==> src/rtl/mf8_flow_ctl_if.sv <==
// Flow-control bundle between the mf8 decoder/PC sequencer (master) and the
// flow controller (slave).
interface mf8_flow_ctl_if #(
  parameter int SP_W = 3
);
  logic [11:0]     PC_In;
  logic            Instr_Valid;
  logic            Req_RJmp;
  logic            Req_RCall;
  logic            Req_Ret;
  logic            Req_Skip;
  logic [11:0]     Offs_Req;
  logic            Mem_Busy;
  logic            Clr_Err;
  logic            Pause;
  logic            RJmp;
  logic [11:0]     Offs_Out;
  logic            Flush;
  logic [SP_W-1:0] Stk_Level;
  logic            Stk_Ovf;
  logic            Stk_Unf;

  modport master (
    output PC_In, Instr_Valid, Req_RJmp, Req_RCall, Req_Ret, Req_Skip,
           Offs_Req, Mem_Busy, Clr_Err,
    input  Pause, RJmp, Offs_Out, Flush, Stk_Level, Stk_Ovf, Stk_Unf
  );

  modport slave (
    input  PC_In, Instr_Valid, Req_RJmp, Req_RCall, Req_Ret, Req_Skip,
           Offs_Req, Mem_Busy, Clr_Err,
    output Pause, RJmp, Offs_Out, Flush, Stk_Level, Stk_Ovf, Stk_Unf
  );
endinterface

==> src/rtl/mf8_flow_ctl.sv <==
// mf8 program-flow controller: arbitrates jump/call/return/skip requests into
// sequencer Pause/RJmp/Offs controls and owns the hardware return stack.
module mf8_flow_ctl #(
  parameter int STACK_DEPTH = 4,
  parameter int SP_W        = 3
) (
  input  logic           Clk,
  input  logic           Reset_n,
  mf8_flow_ctl_if.slave  bus
);

  localparam int IDX_W = (STACK_DEPTH > 1) ? $clog2(STACK_DEPTH) : 1;
  localparam logic [SP_W-1:0] LVL_ONE = SP_W'(1);
  localparam logic [SP_W-1:0] LVL_MAX = SP_W'(STACK_DEPTH);

  typedef enum logic [1:0] {S_RUN, S_FLUSH, S_SKIP} state_t;

  state_t           r_state;
  state_t           w_state_nxt;
  logic [11:0]      r_stk [STACK_DEPTH];
  logic [SP_W-1:0]  r_lvl;
  logic             r_ovf;
  logic             r_unf;

  logic             w_arb;
  logic             w_ret;
  logic             w_call;
  logic             w_jmp;
  logic             w_skip;
  logic             w_empty;
  logic             w_full;
  logic [IDX_W-1:0] w_top_idx;
  logic [IDX_W-1:0] w_push_idx;
  logic [11:0]      w_top;

  // Only one arbitrated request per cycle, and only from RUN without a stall.
  assign w_arb  = (r_state == S_RUN) && bus.Instr_Valid && !bus.Mem_Busy;
  assign w_ret  = w_arb && bus.Req_Ret;
  assign w_call = w_arb && !bus.Req_Ret && bus.Req_RCall;
  assign w_jmp  = w_arb && !bus.Req_Ret && !bus.Req_RCall && bus.Req_RJmp;
  assign w_skip = w_arb && !bus.Req_Ret && !bus.Req_RCall && !bus.Req_RJmp
                  && bus.Req_Skip;

  assign w_empty    = (r_lvl == '0);
  assign w_full     = (r_lvl == LVL_MAX);
  assign w_top_idx  = IDX_W'(r_lvl - LVL_ONE);
  assign w_push_idx = IDX_W'(r_lvl);
  assign w_top      = r_stk[w_top_idx];

  always_ff @(posedge Clk or negedge Reset_n) begin
    if (!Reset_n) r_state <= S_RUN;
    else          r_state <= w_state_nxt;
  end

  always_comb begin
    w_state_nxt = r_state;
    if (!bus.Mem_Busy) begin
      if (r_state != S_RUN)              w_state_nxt = S_RUN;
      else if (w_ret || w_call || w_jmp) w_state_nxt = S_FLUSH;
      else if (w_skip)                   w_state_nxt = S_SKIP;
    end
  end

  // Offsets are relative to PC_In, so a return encodes (target - PC) mod 4096.
  always_comb begin
    bus.Pause    = 1'b0;
    bus.RJmp     = 1'b0;
    bus.Offs_Out = 12'd0;
    if (Reset_n) begin
      if (bus.Mem_Busy) begin
        bus.Pause = 1'b1;
      end else if (w_ret) begin
        bus.RJmp     = 1'b1;
        bus.Offs_Out = w_empty ? (12'd0 - bus.PC_In) : (w_top - bus.PC_In);
      end else if (w_call || w_jmp) begin
        bus.RJmp     = 1'b1;
        bus.Offs_Out = bus.Offs_Req;
      end
    end
  end

  always_ff @(posedge Clk or negedge Reset_n) begin
    if (!Reset_n) begin
      r_lvl <= '0;
      r_ovf <= 1'b0;
      r_unf <= 1'b0;
    end else begin
      if (w_ret && !w_empty)      r_lvl <= r_lvl - LVL_ONE;
      else if (w_call && !w_full) r_lvl <= r_lvl + LVL_ONE;
      r_ovf <= (w_call && w_full)  || (r_ovf && !bus.Clr_Err);
      r_unf <= (w_ret  && w_empty) || (r_unf && !bus.Clr_Err);
    end
  end

  // Return-address storage carries no reset; validity is tracked by r_lvl.
  always_ff @(posedge Clk) begin
    if (w_call && !w_full) r_stk[w_push_idx] <= bus.PC_In + 12'd1;
  end

  assign bus.Flush     = (r_state != S_RUN);
  assign bus.Stk_Level = r_lvl;
  assign bus.Stk_Ovf   = r_ovf;
  assign bus.Stk_Unf   = r_unf;

endmodule
==> src/flat_wrapper.sv <==
// flat-port wrapper written by rule: the top's interface ports become plain ports
module mf8_flow_ctl_flat 
#(
  parameter int STACK_DEPTH = 4,
  parameter int SP_W        = 3
)
  (Clk, Reset_n, bus_PC_In, bus_Instr_Valid, bus_Req_RJmp, bus_Req_RCall, bus_Req_Ret, bus_Req_Skip, bus_Offs_Req, bus_Mem_Busy, bus_Clr_Err, bus_Pause, bus_RJmp, bus_Offs_Out, bus_Flush, bus_Stk_Level, bus_Stk_Ovf, bus_Stk_Unf);
  mf8_flow_ctl_if #(.SP_W(SP_W)) bus_i ();
  input  logic Clk;
  input  logic Reset_n;
  input wire logic [$bits(bus_i.PC_In)-1:0] bus_PC_In;
  input wire logic [$bits(bus_i.Instr_Valid)-1:0] bus_Instr_Valid;
  input wire logic [$bits(bus_i.Req_RJmp)-1:0] bus_Req_RJmp;
  input wire logic [$bits(bus_i.Req_RCall)-1:0] bus_Req_RCall;
  input wire logic [$bits(bus_i.Req_Ret)-1:0] bus_Req_Ret;
  input wire logic [$bits(bus_i.Req_Skip)-1:0] bus_Req_Skip;
  input wire logic [$bits(bus_i.Offs_Req)-1:0] bus_Offs_Req;
  input wire logic [$bits(bus_i.Mem_Busy)-1:0] bus_Mem_Busy;
  input wire logic [$bits(bus_i.Clr_Err)-1:0] bus_Clr_Err;
  output wire logic [$bits(bus_i.Pause)-1:0] bus_Pause;
  output wire logic [$bits(bus_i.RJmp)-1:0] bus_RJmp;
  output wire logic [$bits(bus_i.Offs_Out)-1:0] bus_Offs_Out;
  output wire logic [$bits(bus_i.Flush)-1:0] bus_Flush;
  output wire logic [$bits(bus_i.Stk_Level)-1:0] bus_Stk_Level;
  output wire logic [$bits(bus_i.Stk_Ovf)-1:0] bus_Stk_Ovf;
  output wire logic [$bits(bus_i.Stk_Unf)-1:0] bus_Stk_Unf;
  assign bus_i.PC_In = bus_PC_In;
  assign bus_i.Instr_Valid = bus_Instr_Valid;
  assign bus_i.Req_RJmp = bus_Req_RJmp;
  assign bus_i.Req_RCall = bus_Req_RCall;
  assign bus_i.Req_Ret = bus_Req_Ret;
  assign bus_i.Req_Skip = bus_Req_Skip;
  assign bus_i.Offs_Req = bus_Offs_Req;
  assign bus_i.Mem_Busy = bus_Mem_Busy;
  assign bus_i.Clr_Err = bus_Clr_Err;
  assign bus_Pause = bus_i.Pause;
  assign bus_RJmp = bus_i.RJmp;
  assign bus_Offs_Out = bus_i.Offs_Out;
  assign bus_Flush = bus_i.Flush;
  assign bus_Stk_Level = bus_i.Stk_Level;
  assign bus_Stk_Ovf = bus_i.Stk_Ovf;
  assign bus_Stk_Unf = bus_i.Stk_Unf;
  mf8_flow_ctl #(.STACK_DEPTH(STACK_DEPTH), .SP_W(SP_W)) u_core (.Clk(Clk), .Reset_n(Reset_n), .bus(bus_i));
endmodule
==> config.mk <==
export PLATFORM = sky130hd
export DESIGN_NAME = mf8_flow_ctl_flat
export DESIGN_NICKNAME = d
export VERILOG_FILES = /design/src/rtl/mf8_flow_ctl_if.sv /design/src/rtl/mf8_flow_ctl.sv /design/src/flat_wrapper.sv
export SDC_FILE = /design/constraint.sdc
export NUM_CORES = 1
export LEC_CHECK = 0
export ABC_AREA = 1
export CAP_MARGIN = 20
export CORE_MARGIN = 3
export CORE_UTILIZATION = 25
export CTS_CLUSTER_DIAMETER = 200
export DETAILED_ROUTE_END_ITERATION = 6
export DONT_BUFFER_PORTS = 1
export PLACE_DENSITY = 0.43
export SKIP_LAST_GASP = 1
export SYNTH_ARGS = -nofsm -noshare
export SYNTH_HDL_FRONTEND = slang
export SYNTH_SLANG_ARGS = --single-unit
==> constraint.sdc <==
create_clock -name Clk -period 7 [get_ports Clk]
set_input_delay 1.05 -clock Clk [delete_from_list [all_inputs] [get_ports Clk]]
set_output_delay 1.05 -clock Clk [all_outputs]
set_load 0.02 [all_outputs]
==> out/qor.yml, run 1 <==
syn_to_final_growth_pct: 10.31
rsz0062_at_grt: "false"
slew_headroom_pct: 24.35
firstDrtPassIters: 4
setup_viol: 0
placed_area_um2: 3670
hold_buffers: 0
insertedDiodeCount: 0
grt_pass1_vias: 2535
antenna_found_initial: 0
hold_slack_ns: 0.4473
dpl.hpwl_um: 6544
viasPerCell: 4.435
maxCapViolations: 0
grt_pass1_wl_um: 13140
rows: 42
avgSynthCellArea_um2: 8.539
start_util_pct: 25.81
drt_iter0_markers: 176
synth_edf_count: 48
arrival_ns: 4.25
ys_seq_elements: 55
drive_gt1_share_pct: 7.353
numCtsBuffers: 5
ys_warn_count: 0
netSwitchingFraction_pct: 48.01
cts.sinks: 55
grt_start_max_net_pins: 30
syn_inst: 405
portBuffers: 0
synthArstFlopShare_pct: 12.73
syn_area_um2: 3458
hp-class: "input port to async pin"
reg2reg_slack_ns: 4.00
power.leakage_nw: 1.595
vdd_drop_max_mv: 0.1032
crit_slowest_cell: "nor2_1"
cts_resized: 0
cts_buffer_depth: 2
p_clk_share_pct: 14.9
synth_nets: 457
path_cells: "buf_4, inv_2, ha_1, inv_1, nor2_1, inv_2, nand2_1, ha_1, inv_1, fa_1, nand3_1, nand3_1, nand2_1, a21oi_1, nand3b_1, nand2_1, inv_1"
sequentialPowerShare_pct: 24.6
place.gp.congestion: 0.8411
drc: 0
end_kind: "output pin"
critical_path_buf_inv_count: 6
drt_wl_total_um: 8452
io_pins: 53
critPathLaunchType: "register"
cts_setup_buffers: 0
die-width_um: 123.6
synthFlopType: "edfxtp_1"
fmax_mhz: 188.6
clockRootBuffer: "clkbuf_16"
final_area_um2: 3815
die_h_um: 123.6
ctsHtreeMaxLevel: 2
final_max_slew_viol_count: 0
yosysSeqAreaShare_pct: 46.74
finalWorstPathRequiredPeriod_ns: 5.304
timing.final.crit_share_pct: 75.76
overflow: 0
dieArea_um2: 15280
via_count: 2590
status: "finished, final reports clean"
powerDensity_nw_per_um2: 424.7
path_class: "register to output pin"
comb_power_share_pct: 60.5
worst_pin_slew_ns: 1.131
cts.clk_slew.worst_paths_ns: 0.07
wl_per_cell_um: 14.47
crit_required_ns: 5.95
crit_family: "simple AND/OR/NAND/NOR gates"
core_area_um2: 13400
slowest_delay_ns: 0.84
grt_use_total_pct: 11.34
finalHoldViolCount: 0
worstSkewPairLatency_ns: 0.29
p_int_mw: 0.8422
finalSetupTns_ns: 0
finClkSkew_ns: 0.003400
ant_nets: 0
cts_tree: "built"
p_switching_mw: 0.7778
synth.distinct_cells: 36
crit_fanout: 29
fin_nets: 459
per-layer routing:
metal,vias to the layer above,track usage (%),wire [um]
met1,1200,14.34,3927
li1,1333,-,-
met2,45,18.49,3899
met5,-,0,0
met4,0,2.976,155
met3,12,3.951,469
cell families after synthesis:
group,synth area share [%]
multiplexers,0.2894
adder cells (fa/ha/maj),7.091
AND/OR/NAND/NOR,22.87
XOR/XNOR,3.039
buffers and inverters,7.996
flip-flops,46.74
AO/OA/AOI/OAI,11.98
flip-flops by register name, indices dropped and copies added (netlist names):
register,count
u_core.r_state,2
u_core.bus.Stk_Ovf,1
u_core.r_stk,48
u_core.bus.Stk_Level,3
u_core.bus.Stk_Unf,1
stage by stage:
step | total power [mW] | utilization, % | setup WS, ns | cells
detailed placement | 1.391 | 27.39 | 2.050 | 576
CTS | 1.637 | 28.47 | 1.704 | 584
global placement | 1.388 | 27.39 | 2.057 | 576
global route | 1.806 | 28.47 | 1.319 | 584
floorplan | 1.170 | - | 2.807 | 405
finish | 1.620 | 28.47 | 1.696 | 584
power by group through the flow:
| stage | Clock, mW | Sequential (mW) | Combinational (mW) |
|---|---|---|---|
| floorplan | 0 | 0.409 | 0.761 |
| global placement | 0 | 0.406 | 0.982 |
| detailed placement | 0 | 0.406 | 0.984 |
| CTS | 0.249 | 0.399 | 0.989 |
| global route | 0.263 | 0.401 | 1.14 |
| finish | 0.241 | 0.399 | 0.980 |
path summary, 6_finish.rpt:
path,startpoint,to,cells after the start
worst max-delay path,u_core.bus.Stk_Level[0]$_DFFE_PN0P_,bus_Offs_Out[6],17
worst min-delay path,Reset_n,u_core.bus.Stk_Level[1]$_DFFE_PN0P_,0
worst max register to register,u_core.bus.Stk_Level[0]$_DFFE_PN0P_,u_core.r_stk[0][6]$_DFFE_PP_,8
worst min register to register,u_core.r_state[1]$_DFFE_PN0P_,u_core.r_state[1]$_DFFE_PN0P_,2
max in group asynchronous,Reset_n,u_core.r_state[0]$_DFFE_PN0P_,0
min in group Clk,u_core.r_state[1]$_DFFE_PN0P_,u_core.r_state[1]$_DFFE_PN0P_,2
cells in the final DEF, fill, tap and decap left out, types with 2 or more instances in the layout:
cell type	netlist	layout
nor2_1	67	67
nand2_1	64	64
inv_1	55	55
edfxtp_1	48	48
o21ai_0	30	30
nand3_1	27	27
a21oi_1	22	22
ha_1	18	18
xor2_1	12	12
o21a_1	9	9
dfrtp_1	7	7
clkbuf_16	0	5
buf_4	1	5
nand4_1	4	4
inv_2	4	4
nor2_4	3	3
o21bai_1	3	3
o22ai_1	3	3
nor3_1	2	2
nand2_4	2	2
clkinv_4	1	2
cell type report:
class                   instances  area, um^2
fillers                      1429        9585
flip-flops and latches         55        1617
multi-input cells             280        1565
inverters                      60       230.2
well taps                     176       220.2
clock buffers                   5       125.1
repair buffers                  5       37.54
clock inverters                 3       20.02
cells in the mapped netlist, drive strengths merged, types with 4 or more instances:
master   n  share of area, %
buf      5              0.80
dfrtp    7               5.1
inv     59               6.4
nor2    72               9.0
ha      18               6.5
edfxtp  48                42
clkbuf   5              0.54
xor2    12               3.0
nand3   28               4.2
nand4    4              0.72
a21oi   22               3.2
nand2   67               7.8
o21a     9               2.0
o21ai   31               4.6
No activity file was read; power rests on OpenSTA's default activity.
==> run 2, diff against run 1 <==
clock period = 4.95 ns   (was 7 ns; I/O delays follow)
==> out/qor.yml, run 2 (synthesis results as in run 1) <==
clockRootBuffer: "clkbuf_16"  # unchanged
portBuffers: 0  # unchanged
ant_nets: 0  # unchanged
end_kind: "output pin"  # unchanged
cts_tree: "built"  # unchanged
final_common_cell: "nor2_1"  # unchanged
hp-class: "input port to async pin"  # unchanged
numCtsBuffers: 5  # unchanged
maxCapViolations: 0  # unchanged
final_cells: 586  # was 584
die_h_um: 123.6  # unchanged
insertedDiodeCount: 0  # unchanged
grt_pass1_vias: 2524  # was 2535
hold_buffers: 0  # unchanged
timing.final.crit_share_pct: 88.09
fin_nets: 461  # was 459
critical_path_buf_inv_count: 5  # was 6
path_class: "register to output pin"  # unchanged
cp.depth: 17  # unchanged
drt_wl_total_um: 8557  # was 8452 um
via_count: 2645  # was 2590
dp_cells: 578  # was 576
crit_required_ns: 4.21  # was 5.95 ns
reg2reg_depth: 8  # unchanged
ctsHtreeMaxLevel: 2  # unchanged
fin_ws_ns: 0.5894  # was 1.696 ns
place.gp.congestion: 0.9000  # was 0.8411
finClkSkew_ns: 0.006436  # was 0.003400 ns
grtUsageMet3_pct: 3.451  # was 3.951%
r2r-start: "u_core.bus.Stk_Level[0]$_DFFE_PN0P_"  # unchanged
cts.sinks: 55  # unchanged
power.leakage_nw: 1.620  # was 1.595 nW
cts_buffer_depth: 2  # unchanged
arrival_ns: 3.62  # was 4.25 ns
cts.clk_slew.worst_paths_ns: 0.07  # about the same
crit_fanout: 27  # was 29
cts_setup_buffers: 0  # unchanged
path_cells: "inv_2, ha_1, buf_4, inv_1, o21ai_0, o22ai_1, nand2_1, ha_1, inv_1, fa_1, nand3_1, nand3_1, nand2_1, a21o_1, nand3_1, nand2_1, inv_1"  # was buf_4, inv_2, ha_1, inv_1, nor2_1, inv_2, nand2_1, ha_1, inv_1, fa_1, nand3_1, nand3_1, nand2_1, a21oi_1, nand3b_1, nand2_1, inv_1
finalSetupTns_ns: 0  # unchanged
mostFrequentLayoutCells: "67 x nor2_1, 64 x nand2_1, 55 x inv_1, 48 x edfxtp_1, 30 x o21ai_0"  # unchanged
dieArea_um2: 15280  # unchanged
firstDrtPassIters: 5  # was 4
use_met1_pct: 15.65  # was 14.34%
finalHoldViolCount: 0  # unchanged
largest_reg_flops: 48  # unchanged
slowest_delay_ns: 0.39  # was 0.84 ns
wl_per_cell_um: 14.60  # was 14.47 um
final_max_slew_viol_count: 0  # unchanged
overflow: 0  # unchanged
cp-startpoint: "u_core.bus.Stk_Level[0]$_DFFE_PN0P_"  # unchanged
dpl.hpwl_um: 6505  # was 6544 um
dp_slack_ns: 0.9061  # was 2.050 ns
powerDensity_nw_per_um2: 613.6  # was 424.7 nW/um^2
met2_usage_pct: 18.93  # was 18.49%
finalWorstPathRequiredPeriod_ns: 4.361
reg2reg_slack_ns: 2.86  # was 4.00 ns
syn_to_final_growth_pct: 11.40  # was 10.31%
critPathLaunchType: "register"  # unchanged
drc: 0  # unchanged
crit_slowest_cell: "dfrtp_1"  # was nor2_1
rows: 42  # unchanged
worstSkewPairLatency_ns: 0.29  # about the same
drive_gt1_share_pct: 7.805  # was 7.353%
vdd_drop_max_mv: 0.2071  # was 0.1032 mV
cts_resized: 0  # unchanged
drt_iter0_markers: 210  # was 176
slew_headroom_pct: 62.05  # was 24.35%
fmax_mhz: 229.3
grt_start_max_net_pins: 29  # was 30
die-width_um: 123.6  # unchanged
grt_use_total_pct: 11.54  # was 11.34%
grt-busiest-layer: "met2"  # unchanged
core_area_um2: 13400  # unchanged
regMostFlops: "u_core.r_stk"  # unchanged
io_pins: 53  # unchanged
worst_pin_slew_ns: 0.5648  # was 1.131 ns
status: "finished, final reports clean"  # unchanged
setup_viol: 0  # unchanged
crit_family: "buffers and inverters"  # was simple AND/OR/NAND/NOR gates
crit_end: "bus_Offs_Out[8]"  # was bus_Offs_Out[6]
hold_slack_ns: 0.1454  # was 0.4473 ns
rr_endpoint: "u_core.r_stk[0][11]$_DFFE_PP_"  # was u_core.r_stk[0][6]$_DFFE_PP_
antenna_found_initial: 0  # unchanged
viasPerCell: 4.514  # was 4.435
rsz0062_at_grt: "false"  # unchanged
start_util_pct: 25.81  # unchanged
grt_pass1_wl_um: 13670  # was 13140 um
p_total_mw: 2.364  # was 1.620 mW
run 2: changes by cell type in the layout (fill, tap and decap cells not counted), sizes merged:
cell / change
bufinv: +1
inv: +1
buf: +2
clkinv: -1
clkinvlp: -1
run 2: area by class of cell:
type / instances / area (um^2)
Fill cell: 1446 / 9548
Sequential cell: 55 / 1617
Multi-Input combinational cell: 280 / 1565
Inverter: 60 / 230.2
Tap cell: 176 / 220.2
Clock buffer: 5 / 125.1
Timing Repair Buffer: 7 / 52.55
Clock inverter: 3 / 42.54
run 2: metal layers:
metal  vias up  wire length [um]
met5         -                 0
met4         0                 0
met3         0               662
met2        83              3956
met1      1221              3937
li1       1341                 -
run 2: report_power, final:
part,switching (mW),internal (mW),leakage [nW],total (mW)
logic,0.923,0.480,1.02,1.40
clock network,0.155,0.239,0.0818,0.394
registers,0.0330,0.533,0.522,0.566
total,1.11,1.25,1.62,2.36
run 2: worst min-delay path by stage:
stage,from,endpoint,depth (start not counted)
floorplan,Reset_n,u_core.bus.Stk_Level[0]$_DFFE_PN0P_,0
global placement,Reset_n,u_core.bus.Stk_Level[2]$_DFFE_PN0P_,0
detailed placement,Reset_n,u_core.bus.Stk_Level[2]$_DFFE_PN0P_,0
CTS,Reset_n,u_core.r_state[0]$_DFFE_PN0P_,0
global route,Reset_n,u_core.bus.Stk_Level[1]$_DFFE_PN0P_,0
finish,Reset_n,u_core.r_state[1]$_DFFE_PN0P_,0
run 2: stage by stage:
step	utilization, %	area (um^2)
finish	28.75	3852
global route	28.75	3852
CTS	28.75	3852
detailed placement	27.50	3685
global placement	27.50	3685
floorplan	-	3458
